==> src/rtl/tile_scroll_mapper_if.sv <==
// Bus between the VGA timing/compositing logic and tile_scroll_mapper.
// Carries the pixel coordinates, the scroll/animation controls, the external ROM and
// palette connections, and the registered colour/opacity outputs.
//   slave  : the tile renderer (consumes coordinates, drives ROM address and colour)
//   master : the surrounding video system (drives coordinates, ROM data and palette)
interface tile_scroll_mapper_if #(
  parameter int unsigned IDX_W  = 2,
  parameter int unsigned ADDR_W = 16
);
  logic [9:0]        DrawX;
  logic [9:0]        DrawY;
  logic              blank;
  logic              frame_tick;
  logic              scroll_en;
  logic [3:0]        scroll_step;
  logic              anim_en;
  logic [ADDR_W-1:0] rom_addr;
  logic [IDX_W-1:0]  rom_q;
  logic [IDX_W-1:0]  pal_idx;
  logic [3:0]        pal_red;
  logic [3:0]        pal_green;
  logic [3:0]        pal_blue;
  logic [3:0]        red;
  logic [3:0]        green;
  logic [3:0]        blue;
  logic              opaque;

  modport slave (
    input  DrawX, DrawY, blank, frame_tick, scroll_en, scroll_step, anim_en,
    input  rom_q, pal_red, pal_green, pal_blue,
    output rom_addr, pal_idx, red, green, blue, opaque
  );

  modport master (
    output DrawX, DrawY, blank, frame_tick, scroll_en, scroll_step, anim_en,
    output rom_q, pal_red, pal_green, pal_blue,
    input  rom_addr, pal_idx, red, green, blue, opaque
  );
endinterface

==> src/rtl/tile_scroll_mapper.sv <==
// Background tile renderer: repeats a TILE_W x TILE_H indexed image over the screen with
// power-of-two scaling, horizontal scrolling and frame-based animation.
// Ports:
//   vga_clk  : pixel clock, all state on its rising edge
//   reset_n  : asynchronous active-low reset
//   bus      : slave side of tile_scroll_mapper_if (coordinates, controls, ROM address/data,
//              palette index/colour, registered RGB + opacity, 2-cycle pixel latency)
module tile_scroll_mapper #(
  parameter int unsigned TILE_W          = 96,
  parameter int unsigned TILE_H          = 96,
  parameter int unsigned SCALE_LOG2      = 1,
  parameter int unsigned NUM_FRAMES      = 4,
  parameter int unsigned ANIM_PERIOD     = 8,
  parameter int unsigned IDX_W           = 2,
  parameter int unsigned ADDR_W          = 16,
  parameter int unsigned TRANSPARENT_IDX = 0
) (
  input logic                vga_clk,
  input logic                reset_n,
  tile_scroll_mapper_if.slave bus
);

  localparam int unsigned SP         = TILE_W << SCALE_LOG2;
  localparam int unsigned SCROLL_W   = (SP > 1) ? $clog2(SP) : 1;
  localparam int unsigned FRAME_W    = (NUM_FRAMES > 1) ? $clog2(NUM_FRAMES) : 1;
  localparam int unsigned ANIM_W     = (ANIM_PERIOD > 1) ? $clog2(ANIM_PERIOD) : 1;
  localparam int unsigned FRAME_SIZE = TILE_W * TILE_H;

  logic [SCROLL_W-1:0] scroll_x_q, scroll_x_d;
  logic [ANIM_W-1:0]   anim_cnt_q, anim_cnt_d;
  logic [FRAME_W-1:0]  frame_idx_q, frame_idx_d;
  logic                blank_d_q;
  logic [3:0]          red_q, green_q, blue_q;
  logic                opaque_q;

  logic [10:0]         sx;
  logic [31:0]         tx, ty;
  logic [ADDR_W-1:0]   rom_addr;
  logic                anim_last, frame_last;

  // Coordinate path: scrolled X and plain Y reduced to source-pixel tile coordinates.
  always_comb begin
    sx       = 11'(bus.DrawX) + 11'(scroll_x_q);
    tx       = 32'(sx >> SCALE_LOG2) % TILE_W;
    ty       = 32'(bus.DrawY >> SCALE_LOG2) % TILE_H;
    rom_addr = ADDR_W'(32'(frame_idx_q) * FRAME_SIZE + ty * TILE_W + tx);
  end

  assign bus.rom_addr = rom_addr;
  assign bus.pal_idx  = bus.rom_q;

  // Scroll and animation state advance only on frame_tick, independently of each other.
  always_comb begin
    scroll_x_d  = scroll_x_q;
    anim_cnt_d  = anim_cnt_q;
    frame_idx_d = frame_idx_q;
    anim_last   = (32'(anim_cnt_q) == ANIM_PERIOD - 1);
    frame_last  = (32'(frame_idx_q) >= NUM_FRAMES - 1);

    if (bus.frame_tick && bus.scroll_en) begin
      // Full modulo so that a step larger than the period still wraps correctly.
      scroll_x_d = SCROLL_W'((32'(scroll_x_q) + 32'(bus.scroll_step)) % SP);
    end

    if (bus.frame_tick && bus.anim_en) begin
      if (anim_last) begin
        anim_cnt_d  = '0;
        frame_idx_d = frame_last ? '0 : frame_idx_q + FRAME_W'(1);
      end else begin
        anim_cnt_d  = anim_cnt_q + ANIM_W'(1);
      end
    end
  end

  always_ff @(posedge vga_clk or negedge reset_n) begin
    if (!reset_n) begin
      scroll_x_q  <= '0;
      anim_cnt_q  <= '0;
      frame_idx_q <= '0;
    end else begin
      scroll_x_q  <= scroll_x_d;
      anim_cnt_q  <= anim_cnt_d;
      frame_idx_q <= frame_idx_d;
    end
  end

  // Output stage: blank is delayed one cycle to line up with rom_q, then colour is registered.
  always_ff @(posedge vga_clk or negedge reset_n) begin
    if (!reset_n) begin
      blank_d_q <= 1'b0;
      red_q     <= '0;
      green_q   <= '0;
      blue_q    <= '0;
      opaque_q  <= 1'b0;
    end else begin
      blank_d_q <= bus.blank;
      if (blank_d_q) begin
        red_q    <= bus.pal_red;
        green_q  <= bus.pal_green;
        blue_q   <= bus.pal_blue;
        opaque_q <= (bus.rom_q != IDX_W'(TRANSPARENT_IDX));
      end else begin
        red_q    <= '0;
        green_q  <= '0;
        blue_q   <= '0;
        opaque_q <= 1'b0;
      end
    end
  end

  assign bus.red    = red_q;
  assign bus.green  = green_q;
  assign bus.blue   = blue_q;
  assign bus.opaque = opaque_q;

endmodule

==> src/flat_wrapper.sv <==
// flat-port wrapper written by rule: the top's interface ports become plain ports
module tile_scroll_mapper_flat 
#(
  parameter int unsigned TILE_W          = 96,
  parameter int unsigned TILE_H          = 96,
  parameter int unsigned SCALE_LOG2      = 1,
  parameter int unsigned NUM_FRAMES      = 4,
  parameter int unsigned ANIM_PERIOD     = 8,
  parameter int unsigned IDX_W           = 2,
  parameter int unsigned ADDR_W          = 16,
  parameter int unsigned TRANSPARENT_IDX = 0
)
  (vga_clk, reset_n, bus_DrawX, bus_DrawY, bus_blank, bus_frame_tick, bus_scroll_en, bus_scroll_step, bus_anim_en, bus_rom_q, bus_pal_red, bus_pal_green, bus_pal_blue, bus_rom_addr, bus_pal_idx, bus_red, bus_green, bus_blue, bus_opaque);
  tile_scroll_mapper_if #(.IDX_W(IDX_W), .ADDR_W(ADDR_W)) bus_i ();
  input logic vga_clk;
  input logic reset_n;
  input wire logic [$bits(bus_i.DrawX)-1:0] bus_DrawX;
  input wire logic [$bits(bus_i.DrawY)-1:0] bus_DrawY;
  input wire logic [$bits(bus_i.blank)-1:0] bus_blank;
  input wire logic [$bits(bus_i.frame_tick)-1:0] bus_frame_tick;
  input wire logic [$bits(bus_i.scroll_en)-1:0] bus_scroll_en;
  input wire logic [$bits(bus_i.scroll_step)-1:0] bus_scroll_step;
  input wire logic [$bits(bus_i.anim_en)-1:0] bus_anim_en;
  input wire logic [$bits(bus_i.rom_q)-1:0] bus_rom_q;
  input wire logic [$bits(bus_i.pal_red)-1:0] bus_pal_red;
  input wire logic [$bits(bus_i.pal_green)-1:0] bus_pal_green;
  input wire logic [$bits(bus_i.pal_blue)-1:0] bus_pal_blue;
  output wire logic [$bits(bus_i.rom_addr)-1:0] bus_rom_addr;
  output wire logic [$bits(bus_i.pal_idx)-1:0] bus_pal_idx;
  output wire logic [$bits(bus_i.red)-1:0] bus_red;
  output wire logic [$bits(bus_i.green)-1:0] bus_green;
  output wire logic [$bits(bus_i.blue)-1:0] bus_blue;
  output wire logic [$bits(bus_i.opaque)-1:0] bus_opaque;
  assign bus_i.DrawX = bus_DrawX;
  assign bus_i.DrawY = bus_DrawY;
  assign bus_i.blank = bus_blank;
  assign bus_i.frame_tick = bus_frame_tick;
  assign bus_i.scroll_en = bus_scroll_en;
  assign bus_i.scroll_step = bus_scroll_step;
  assign bus_i.anim_en = bus_anim_en;
  assign bus_i.rom_q = bus_rom_q;
  assign bus_i.pal_red = bus_pal_red;
  assign bus_i.pal_green = bus_pal_green;
  assign bus_i.pal_blue = bus_pal_blue;
  assign bus_rom_addr = bus_i.rom_addr;
  assign bus_pal_idx = bus_i.pal_idx;
  assign bus_red = bus_i.red;
  assign bus_green = bus_i.green;
  assign bus_blue = bus_i.blue;
  assign bus_opaque = bus_i.opaque;
  tile_scroll_mapper #(.TILE_W(TILE_W), .TILE_H(TILE_H), .SCALE_LOG2(SCALE_LOG2), .NUM_FRAMES(NUM_FRAMES), .ANIM_PERIOD(ANIM_PERIOD), .IDX_W(IDX_W), .ADDR_W(ADDR_W), .TRANSPARENT_IDX(TRANSPARENT_IDX)) u_core (.vga_clk(vga_clk), .reset_n(reset_n), .bus(bus_i));
endmodule
==> config.mk <==
export PLATFORM = sky130hd
export DESIGN_NAME = tile_scroll_mapper_flat
export DESIGN_NICKNAME = d
export VERILOG_FILES = /design/src/rtl/tile_scroll_mapper_if.sv /design/src/rtl/tile_scroll_mapper.sv /design/src/flat_wrapper.sv
export SDC_FILE = /design/constraint.sdc
export NUM_CORES = 1
export LEC_CHECK = 0
export CORE_MARGIN = 3
export CORE_UTILIZATION = 45
export DETAILED_ROUTE_END_ITERATION = 10
export GPL_ROUTABILITY_DRIVEN = 0
export PLACE_DENSITY = 0.89
export SLEW_MARGIN = 30
export SYNTH_ARGS = -nofsm -noshare
export SYNTH_HDL_FRONTEND = slang
export SYNTH_SLANG_ARGS = --single-unit
==> constraint.sdc <==
create_clock -name vga_clk -period 5.8 [get_ports vga_clk]
set_input_delay 0.87 -clock vga_clk [delete_from_list [all_inputs] [get_ports vga_clk]]
set_output_delay 0.87 -clock vga_clk [all_outputs]
set_load 0.005 [all_outputs]
## Yosys cells after proc, flatten, opt, wreduce, memory -nomap -nowiden

Cells that the tools add are included.

- Div/mod/pow operators: 3
- Reductions and logical operators: 4
- Multiply operators: 2
- Eq/ne operators: 1
- Add/subtract/negate cells: 6
- Mux-type cells: 6
- Order comparisons: 1

Operators with widths:

| operator | count |
|---|---|
| $add A16 B16 Y16 | 2 |
| $mod A10 B7 Y32 const B | 1 |
| $mod A32 B8 Y32 const B | 1 |
| $mod A9 B7 Y32 const B | 1 |
| $mul A32 B2 Y11 const B | 1 |
| $mux W4 | 3 |
| $add A10 B8 Y11 | 1 |
| $add A8 B4 Y9 | 1 |
| $mul A2 B4 Y6 const B | 1 |
| $add A3 B1 Y3 const B | 1 |
| $eq A3 B3 Y1 const B | 1 |
| $mux W3 | 1 |
| $add A2 B1 Y2 const B | 1 |
| $ge A2 B2 Y1 const B | 1 |
| $logic_and A1 B1 Y1 | 2 |
| $mux W2 | 1 |
| $reduce_and A2 Y1 | 1 |
| $reduce_bool A2 Y1 | 1 |
| $mux W1 | 1 |

- Output and inout port bits: 31
- Input bits: 44
- Bits in registers: 27

## Logic depth before layout (Yosys ltp)

Gate-level depths: netlist of the first run.

- Depth after elaboration: 4
- Gate-level depth with buffers: 24

## Worst setup path before layout of the first run

Ideal clock, no wire load.

- Kind: in2out
- Start point: input bus_DrawX[1]
- End point: output bus_rom_addr[14]
- Path slack: -402 ps
- Arrival time: 5332 ps
- Cell stages on the path: 23
- Required time: 4930 ps
- Cells stage by stage: inv_1 > fa_1 > nand2b_1 > a211oi_2 > nor2_1 > nor2_1 > ha_1 > or2b_1 > a21o_1 > a311o_1 > or4_1 > nand4_1 > ha_1 > ha_1 > inv_1 > fa_1 > nor2b_1 > o21ai_0 > nand2b_1 > a21o_1 > a21oi_1 > o21ai_0 > xor2_1

- Cells in the longest elaborated chain, start to end: 3

RTL lines:

| item | RTL line | RTL |
|---|---|---|
| from (decl) | flat_wrapper.sv:17 | `input wire logic [$bits(bus_i.DrawX)-1:0] bus_DrawX;` |
| $add A10 B8 Y11 | tile_scroll_mapper.sv:43 | `sx = 11'(bus.DrawX) + 11'(scroll_x_q);` |
| $mod A10 B7 Y32 | tile_scroll_mapper.sv:44 | `tx = 32'(sx >> SCALE_LOG2) % TILE_W;` |
| $add A16 B16 Y16 | tile_scroll_mapper.sv:46 | `rom_addr = ADDR_W'(32'(frame_idx_q) * FRAME_SIZE + ty * TILE_W + tx);` |
| to (decl) | flat_wrapper.sv:28 | `output wire logic [$bits(bus_i.rom_addr)-1:0] bus_rom_addr;` |

Every way passes these cells.

## Worst setup path in the final report of the first run

- Start point: input bus_DrawX[7]
- End point: output bus_rom_addr[12]

Same word-level chain as after synthesis.

==> results of run 1 <==
==> worst max-delay path: stages <==
cell                       delay (ns)
sky130_fd_sc_hd__buf_2           0.12
sky130_fd_sc_hd__ha_4            0.30
sky130_fd_sc_hd__nand4_1         0.20
sky130_fd_sc_hd__a211oi_4        0.34
sky130_fd_sc_hd__nor2_4          0.08
sky130_fd_sc_hd__nor2_4          0.10
sky130_fd_sc_hd__ha_4            0.21
sky130_fd_sc_hd__or2b_1          0.22
sky130_fd_sc_hd__a21o_1          0.15
sky130_fd_sc_hd__a311o_1         0.27
sky130_fd_sc_hd__or4_1           0.47
sky130_fd_sc_hd__nand4_1         0.10
sky130_fd_sc_hd__ha_1            0.24
sky130_fd_sc_hd__ha_2            0.19
sky130_fd_sc_hd__inv_2           0.06
sky130_fd_sc_hd__fa_2            0.20
sky130_fd_sc_hd__nor2b_1         0.05
sky130_fd_sc_hd__o21ai_1         0.13
sky130_fd_sc_hd__nand2b_1        0.09
sky130_fd_sc_hd__a21o_1          0.17
sky130_fd_sc_hd__a21oi_2         0.16
sky130_fd_sc_hd__buf_4           0.14
sky130_fd_sc_hd__xnor2_2         0.10
sky130_fd_sc_hd__buf_2           0.13
==> repair_timing <==
item,4_1_cts,5_1_grt
resized for setup,85,9
setup buffers,9,3
pin swaps,35,17
endpoints found under the setup margin,10,8
==> state kept, by name (all words and copies together), names as in the netlist <==
signal,flops
u_core.scroll_x_q,8
u_core.bus.blue,4
u_core.bus.green,4
u_core.bus.red,4
u_core.anim_cnt_q,3
u_core.frame_idx_q,2
u_core.blank_d_q,1
u_core.bus.opaque,1
==> synthesized netlist by cell type, types with 2 or more instances <==
cell type	number	area (µm²)
sky130_fd_sc_hd__o21a_1	3	22.5
sky130_fd_sc_hd__nor2_1	19	71.3
sky130_fd_sc_hd__a21o_1	8	60.1
sky130_fd_sc_hd__nand2b_1	9	56.3
sky130_fd_sc_hd__or4_1	2	15.0
sky130_fd_sc_hd__a21oi_1	18	90.1
sky130_fd_sc_hd__o21bai_1	3	22.5
sky130_fd_sc_hd__o211ai_1	2	15.0
sky130_fd_sc_hd__and3_1	3	18.8
sky130_fd_sc_hd__nor2b_1	5	31.3
sky130_fd_sc_hd__nand3_1	12	60.1
sky130_fd_sc_hd__nor4_1	5	31.3
sky130_fd_sc_hd__nand4_1	5	31.3
sky130_fd_sc_hd__o21ai_0	17	85.1
sky130_fd_sc_hd__xor2_1	10	87.6
sky130_fd_sc_hd__and2_1	13	81.3
sky130_fd_sc_hd__xnor2_1	16	140
sky130_fd_sc_hd__inv_1	24	90.1
sky130_fd_sc_hd__dfrtp_1	27	676
sky130_fd_sc_hd__nor3b_1	3	22.5
sky130_fd_sc_hd__clkbuf_1	6	22.5
sky130_fd_sc_hd__ha_1	43	538
sky130_fd_sc_hd__or2_2	2	12.5
sky130_fd_sc_hd__a211oi_1	2	15.0
sky130_fd_sc_hd__mux2_2	5	56.3
sky130_fd_sc_hd__fa_1	8	160
sky130_fd_sc_hd__nand2_1	20	75.1
sky130_fd_sc_hd__or3_1	3	18.8
sky130_fd_sc_hd__buf_4	2	15.0
sky130_fd_sc_hd__nor3_1	7	35.0
sky130_fd_sc_hd__a31oi_1	3	18.8
==> layout by cell type, fill, tap and decap left out, drive strengths merged, types with 10 or more instances in the layout <==
master / count
xnor2: 16
clkdlybuf4s50: 56
buf: 94
dfrtp: 27
o21ai: 18
xor2: 10
inv: 24
and2: 13
nand2: 20
nor2: 19
nand3: 13
ha: 43
a21oi: 19
==> path summary, 6_finish.rpt <==
path	slack [ns]	depth (start not counted)	end	start
min reg2reg	0.52	1	u_core.anim_cnt_q[1]	u_core.anim_cnt_q[1]
max in group asynchronous	4.58	2	u_core.bus.blue[2]	reset_n
max	-0.17	24	bus_rom_addr[12]	bus_DrawX[7]
min in group asynchronous	0.96	2	u_core.bus.green[2]	reset_n
max reg2reg	2.81	13	u_core.scroll_x_q[6]	u_core.scroll_x_q[0]
min	0.52	1	u_core.anim_cnt_q[1]	u_core.anim_cnt_q[1]
==> layout make-up <==
| class | instances | area (µm²) | share of cell area (%) |
|---|---|---|---|
| inverters | 24 | 92.6 | 2.05 |
| repair buffers | 155 | 1320 | 29.1 |
| multi-input cells | 266 | 2300 | 50.8 |
| clock buffers | 4 | 45.0 | 0.996 |
| flip-flops and latches | 27 | 676 | 14.9 |
| well taps | 75 | 93.8 | 2.08 |
==> per-layer routing <==
metal  up-vias  track usage [%]  share of wire, %
li1       1457                -                 -
met1      1380             25.9                40
met2        72             42.3                53
met3        11             4.18               5.2
met4         0             4.82               1.3
met5         -                0                 0
==> cells by family (layout without fill, tap and decap cells) <==
group,after synthesis,in the layout,synth area share [%]
compound gates,71,71,16.4
mux,6,6,2.29
xor+xnor,26,26,7.87
flops,27,27,23.4
buf+inv,34,183,4.97
simple gates,112,112,21.0
fa+ha+maj,51,51,24.1
==> stage by stage <==
stage | instance area, µm² | worst slack (ns) | total power, W | TNS, ns
floorplan | 2930 | 0.000786 | 0.000909 | 0
global placement | 4250 | -0.966 | 0.00148 | -6.30
detailed placement | 4250 | -1.15 | 0.00155 | -7.62
CTS | 4470 | -0.217 | 0.00172 | -0.564
global route | 4520 | -0.351 | 0.00193 | -1.33
finish | 4520 | -0.171 | 0.00176 | -0.396
==> report_power, final <==
group          internal (W)  total (W)  switching [W]
logic              0.000772    0.00137       0.000603
clock network     0.0000492   0.000105      0.0000555
registers          0.000232   0.000280      0.0000483
==> reports/qor.csv, run 1 <==
metric,value,unit
run_status,"finished, violations left",
violations,negative setup slack,
crit_path_end_kind,output pin,
fin_util,74.6,%
maximum_number_of_pins_on_one_net_before_global_route_repair,28,
initialDrtViolationCount,117,
net_count_after_synthesis,422,
timing.hold.worst.class,reg -> reg,
drtAntennaViolNets,0,
insertedDiodeCount,0,
maxClockFrequency,167,MHz
drt_pre_antenna_iters,4,
grt_first_pass_wirelength,13.8,mm
fp.dieArea,7430,µm²
yosys.cell_types.count,53,
startpoint_type,primary input,
share_of_post_route_cells_with_drive_strength_above_1,29.8,%
nFillCells,412,
tritoncts,yes,
io_pins,75,
avgSynthCellArea,8.85,µm²
vias_per_cell,5.30,
port_buffers,73,
grt.total_usage,22.3,%
clock-sinks,27,
timing.final.max_slew_violations,0,
grt_remaining_overflow,0,
final_hold_viol_count,0,
dpl.hpwl,6.14,mm
cap_violations,0,
clk_latency,0.27,ns
drt-wirelength-per-cell,14.4,µm
crit_type,in -> out,
max_slew.worst_pin.slew,0.612,ns
synth.cell_area,2890,µm²
grt_antenna_before_repair,0,
hold_buffers,0,
ys_warn_count,0,
final-setup-viol-count,4,
cts_buffers,3,
start_util,47.7,%
cell_count_after_placement,538,
ys.flop_type,sky130_fd_sc_hd__dfrtp_1,
slew-limit-headroom,58.7,%
drt_wl_total,7.91,mm
finish.net_count,572,
critPathRequiredTime,4.93,ns
postSynthRegisterBits,27,
async_reset_ff_share,100,%
vdd_ir_drop_max,0.257,mV
critical_path_arrival,5.10,ns
clock_skew,0.00136,ns
crit_fanout,6,
final_period_minus_worst_setup_slack,5.97,ns
cellLeakagePower,2.17,nW
first_global_vias,3167,
floorplan.core_area,6060,µm²
floorplan.rows,28,
vias,2920,
post-route-period-util,103,%
synth_cells,327,
drc,0,
hold_ws,0.524,ns
pwr_cell_area,389,nW/µm²
die_y,86.2,µm
syn_to_final_growth,56.3,%
timing.final.ws_setup,-0.171,ns
grt_setup_unrepaired,true,
clk_path_buf_depth,2,
clock_tree.htree_level_count,1,
die-width,86.2,µm
clkSlewWorstSetupHoldPaths,0.09,ns
clock_tree.root_cell,sky130_fd_sc_hd__clkbuf_8,
synth_enable_flop_cells,0,
post_layout_nonfiller_instances,551,
synth_seq_area_share,23.4,%
Note: power is estimated with default switching activity, not from simulation.
==> run 2, diff against run 1 <==
--- a/config.mk
+++ b/config.mk
@@ -7,6 +7,7 @@
 export LEC_CHECK = 0
 export CORE_MARGIN = 3
 export CORE_UTILIZATION = 45
+export CTS_CLUSTER_DIAMETER = 120
 export DETAILED_ROUTE_END_ITERATION = 10
 export GPL_ROUTABILITY_DRIVEN = 0
 export PLACE_DENSITY = 0.89
==> results of run 2 <==
Same layout as run 1: the final DEF is identical, and so are final timing and power.
==> run 3, diff against run 2 <==
--- a/config.mk
+++ b/config.mk
@@ -10,7 +10,9 @@
 export CTS_CLUSTER_DIAMETER = 120
 export DETAILED_ROUTE_END_ITERATION = 10
 export GPL_ROUTABILITY_DRIVEN = 0
+export MAX_ROUTING_LAYER = met4
 export PLACE_DENSITY = 0.89
+export REMOVE_ABC_BUFFERS = 1
 export SLEW_MARGIN = 30
 export SYNTH_ARGS = -nofsm -noshare
 export SYNTH_HDL_FRONTEND = slang
==> run 3 against run 2 <==
  * The run still ends with negative setup slack left
  * Via count is 9.0% higher
  * Flip-flop and latch count did not move
  * Global-route usage grew 2.7 points
  * Setup slack got worse by 0.31 ns
  * Combinational power grew 10%
  * Critical path type unchanged
==> reports/qor.csv, run 3 (synthesis gave the netlist of run 1 again) <==
metric,value,unit
grt.total_usage,25.0,%
fp.dieArea,7430,µm²
die_y,86.2,µm
timing.reg2reg.worst_path_depth,13,
hold_start,u_core.anim_cnt_q[2],
maxClockFrequency,159,MHz
dpl.hpwl,6.13,mm
worstHoldEndpoint,u_core.anim_cnt_q[2],
clk_path_buf_depth,2,
floorplan.rows,28,
cts_buffers,3,
port_buffers,73,
min_delay_path_depth,1,
hold_buffers,0,
violations,negative setup slack,
grt_antenna_before_repair,0,
grt_setup_unrepaired,true,
p_sw_share,40.9,%
clk_latency,0.27,ns
critPathRequiredTime,4.93,ns
worstReg2RegStart,u_core.scroll_x_q[0],
clock_tree.root_cell,sky130_fd_sc_hd__clkbuf_8,
drt-wirelength-per-cell,16.9,µm
power.net_switching,0.000777,W
drt_wl_total,9.47,mm
final_cell_mix,"sky130_fd_sc_hd__buf_4, sky130_fd_sc_hd__clkdlybuf4s50_1, sky130_fd_sc_hd__ha_1, sky130_fd_sc_hd__dfrtp_1, sky130_fd_sc_hd__inv_1",
drc,0,
first_global_vias,3330,
vias_per_cell,5.69,
pwr-share-seq,14.8,%
clock_skew,0.000856,ns
critical_path_arrival,5.41,ns
crit_type,in -> out,
insertedDiodeCount,0,
final-setup-viol-count,7,
finish.net_count,580,
most_common_library_cell_in_the_layout_ignoring_fill_and_taps,sky130_fd_sc_hd__buf_4,
run_status,"finished, violations left",
timing.final.max_slew_violations,0,
r2r_setup_slack,2.72,ns
grt_remaining_overflow,0,
crit_path_end_kind,output pin,
post-route-period-util,108,%
largest_register_ffs,8,
die-width,86.2,µm
grt_first_pass_wirelength,14.6,mm
floorplan.core_area,6060,µm²
drt_pre_antenna_iters,4,
vias,3183,
slew-limit-headroom,61.4,%
total_power,0.00190,W
intPower,0.00112,W
pwr_cell_area,413,nW/µm²
syn_to_final_growth,59.0,%
max_slew.worst_pin.slew,0.572,ns
vdd_ir_drop_max,0.368,mV
final_period_minus_worst_setup_slack,6.28,ns
final_hold_viol_count,0,
detailedPlace.worstSlack,-1.44,ns
largest_register,u_core.scroll_x_q,
initialDrtViolationCount,171,
startpoint_type,primary input,
tritoncts,yes,
drtAntennaViolNets,0,
start_util,47.7,%
io_pins,75,
combinationalPowerShare,79.7,%
crit_fanout,3,
clkSlewWorstSetupHoldPaths,0.08,ns
clkPwrFrac,5.5,%
clock_tree.htree_level_count,1,
maximum_number_of_pins_on_one_net_before_global_route_repair,28,
final.setup.tns,-1.93,ns
share_of_post_route_cells_with_drive_strength_above_1,31.6,%
cellLeakagePower,2.22,nW
r2r_end,u_core.scroll_x_q[6],
clock-sinks,27,
cap_violations,0,
timing.final.ws_setup,-0.479,ns
timing.hold.worst.class,reg -> reg,
[run 3: changes by cell type in the layout (fill, tap and decap cells not counted), moves of 2 or more]
cell / before / now
sky130_fd_sc_hd__xnor2_1: 13 / 11
sky130_fd_sc_hd__xnor2_2: 2 / 5
sky130_fd_sc_hd__buf_6: 4 / 1
sky130_fd_sc_hd__inv_1: 21 / 23
sky130_fd_sc_hd__buf_4: 81 / 90
sky130_fd_sc_hd__nor2_4: 3 / 1
sky130_fd_sc_hd__dlygate4sd2_1: 3 / 0
sky130_fd_sc_hd__ha_4: 8 / 10
sky130_fd_sc_hd__clkbuf_2: 0 / 2
[run 3: layout make-up]
| class | count | area (µm²) |
|---|---|---|
| clock buffer | 4 | 45.0 |
| fill | 371 | 1460 |
| inverter | 24 | 90.1 |
| multi-input combinational | 266 | 2320 |
| sequential | 27 | 676 |
| tap | 75 | 93.8 |
| timing repair buffer | 163 | 1370 |
[run 3: layer usage]
metal	part of all wire (%)	GRT usage [%]
met1	37	26.4
met4	4.2	12.9
met3	5.5	3.33
met2	53	45.3
met5	0	-
[run 3: stage by stage]
step	hold slack, ns	cell area [µm²]	cells	util, %
5_1_grt	0.549	4600	559	75.9
3_3_place_gp	0.492	4240	542	70.0
4_1_cts	0.524	4490	556	74.0
2_1_floorplan	0.467	2840	317	-
6_report	0.525	4600	559	75.9
3_5_place_dp	0.504	4240	542	70.0
[run 3: critical path: stages]
cell and delay [ns]:
sky130_fd_sc_hd__clkdlybuf4s15_1 0.23, sky130_fd_sc_hd__ha_4 0.32, sky130_fd_sc_hd__o21ai_2 0.06, sky130_fd_sc_hd__o21bai_2 0.17, sky130_fd_sc_hd__a21o_4 0.15, sky130_fd_sc_hd__nand2_2 0.07
sky130_fd_sc_hd__xnor2_2 0.15, sky130_fd_sc_hd__ha_1 0.33, sky130_fd_sc_hd__or2b_1 0.27, sky130_fd_sc_hd__a21o_1 0.18, sky130_fd_sc_hd__a311o_1 0.28, sky130_fd_sc_hd__or4_4 0.49
sky130_fd_sc_hd__nand4_1 0.14, sky130_fd_sc_hd__ha_4 0.23, sky130_fd_sc_hd__ha_4 0.17, sky130_fd_sc_hd__inv_2 0.06, sky130_fd_sc_hd__fa_2 0.21, sky130_fd_sc_hd__nor2b_1 0.06
sky130_fd_sc_hd__o21ai_1 0.13, sky130_fd_sc_hd__nand2b_1 0.09, sky130_fd_sc_hd__a21o_1 0.17, sky130_fd_sc_hd__a21oi_2 0.18, sky130_fd_sc_hd__buf_4 0.15, sky130_fd_sc_hd__xnor2_2 0.10
sky130_fd_sc_hd__buf_2 0.14
[run 3: repair_timing]
| action | 4_1_cts | 5_1_grt |
|---|---|---|
| pin swaps | 38 | 11 |
| cloned | 0 | 0 |
| resized for setup | 74 | 31 |
| setup endpoints to repair | 10 | 9 |
| buffers inserted | 10 | 6 |
[run 3: worst max path at each step]
stage	start	end	cells past startpoint
after floorplan	bus_DrawX[1]	bus_rom_addr[14]	23
after global placement	bus_DrawX[1]	bus_rom_addr[14]	25
after detailed placement	bus_DrawX[1]	bus_rom_addr[14]	25
after CTS	bus_DrawX[0]	bus_rom_addr[14]	25
after global routing	bus_DrawX[3]	bus_rom_addr[14]	25
final	bus_DrawX[3]	bus_rom_addr[12]	25
[run 3: power groups by stage]
| stage | Combinational, W | Clock, W | Sequential, W |
|---|---|---|---|
| 2_1_floorplan | 0.000609 | 0 | 0.000271 |
| 3_3_place_gp | 0.00121 | 0 | 0.000266 |
| 3_5_place_dp | 0.00127 | 0 | 0.000268 |
| 4_1_cts | 0.00134 | 0.000109 | 0.000278 |
| 5_1_grt | 0.00163 | 0.000117 | 0.000286 |
| 6_report | 0.00151 | 0.000104 | 0.000281 |
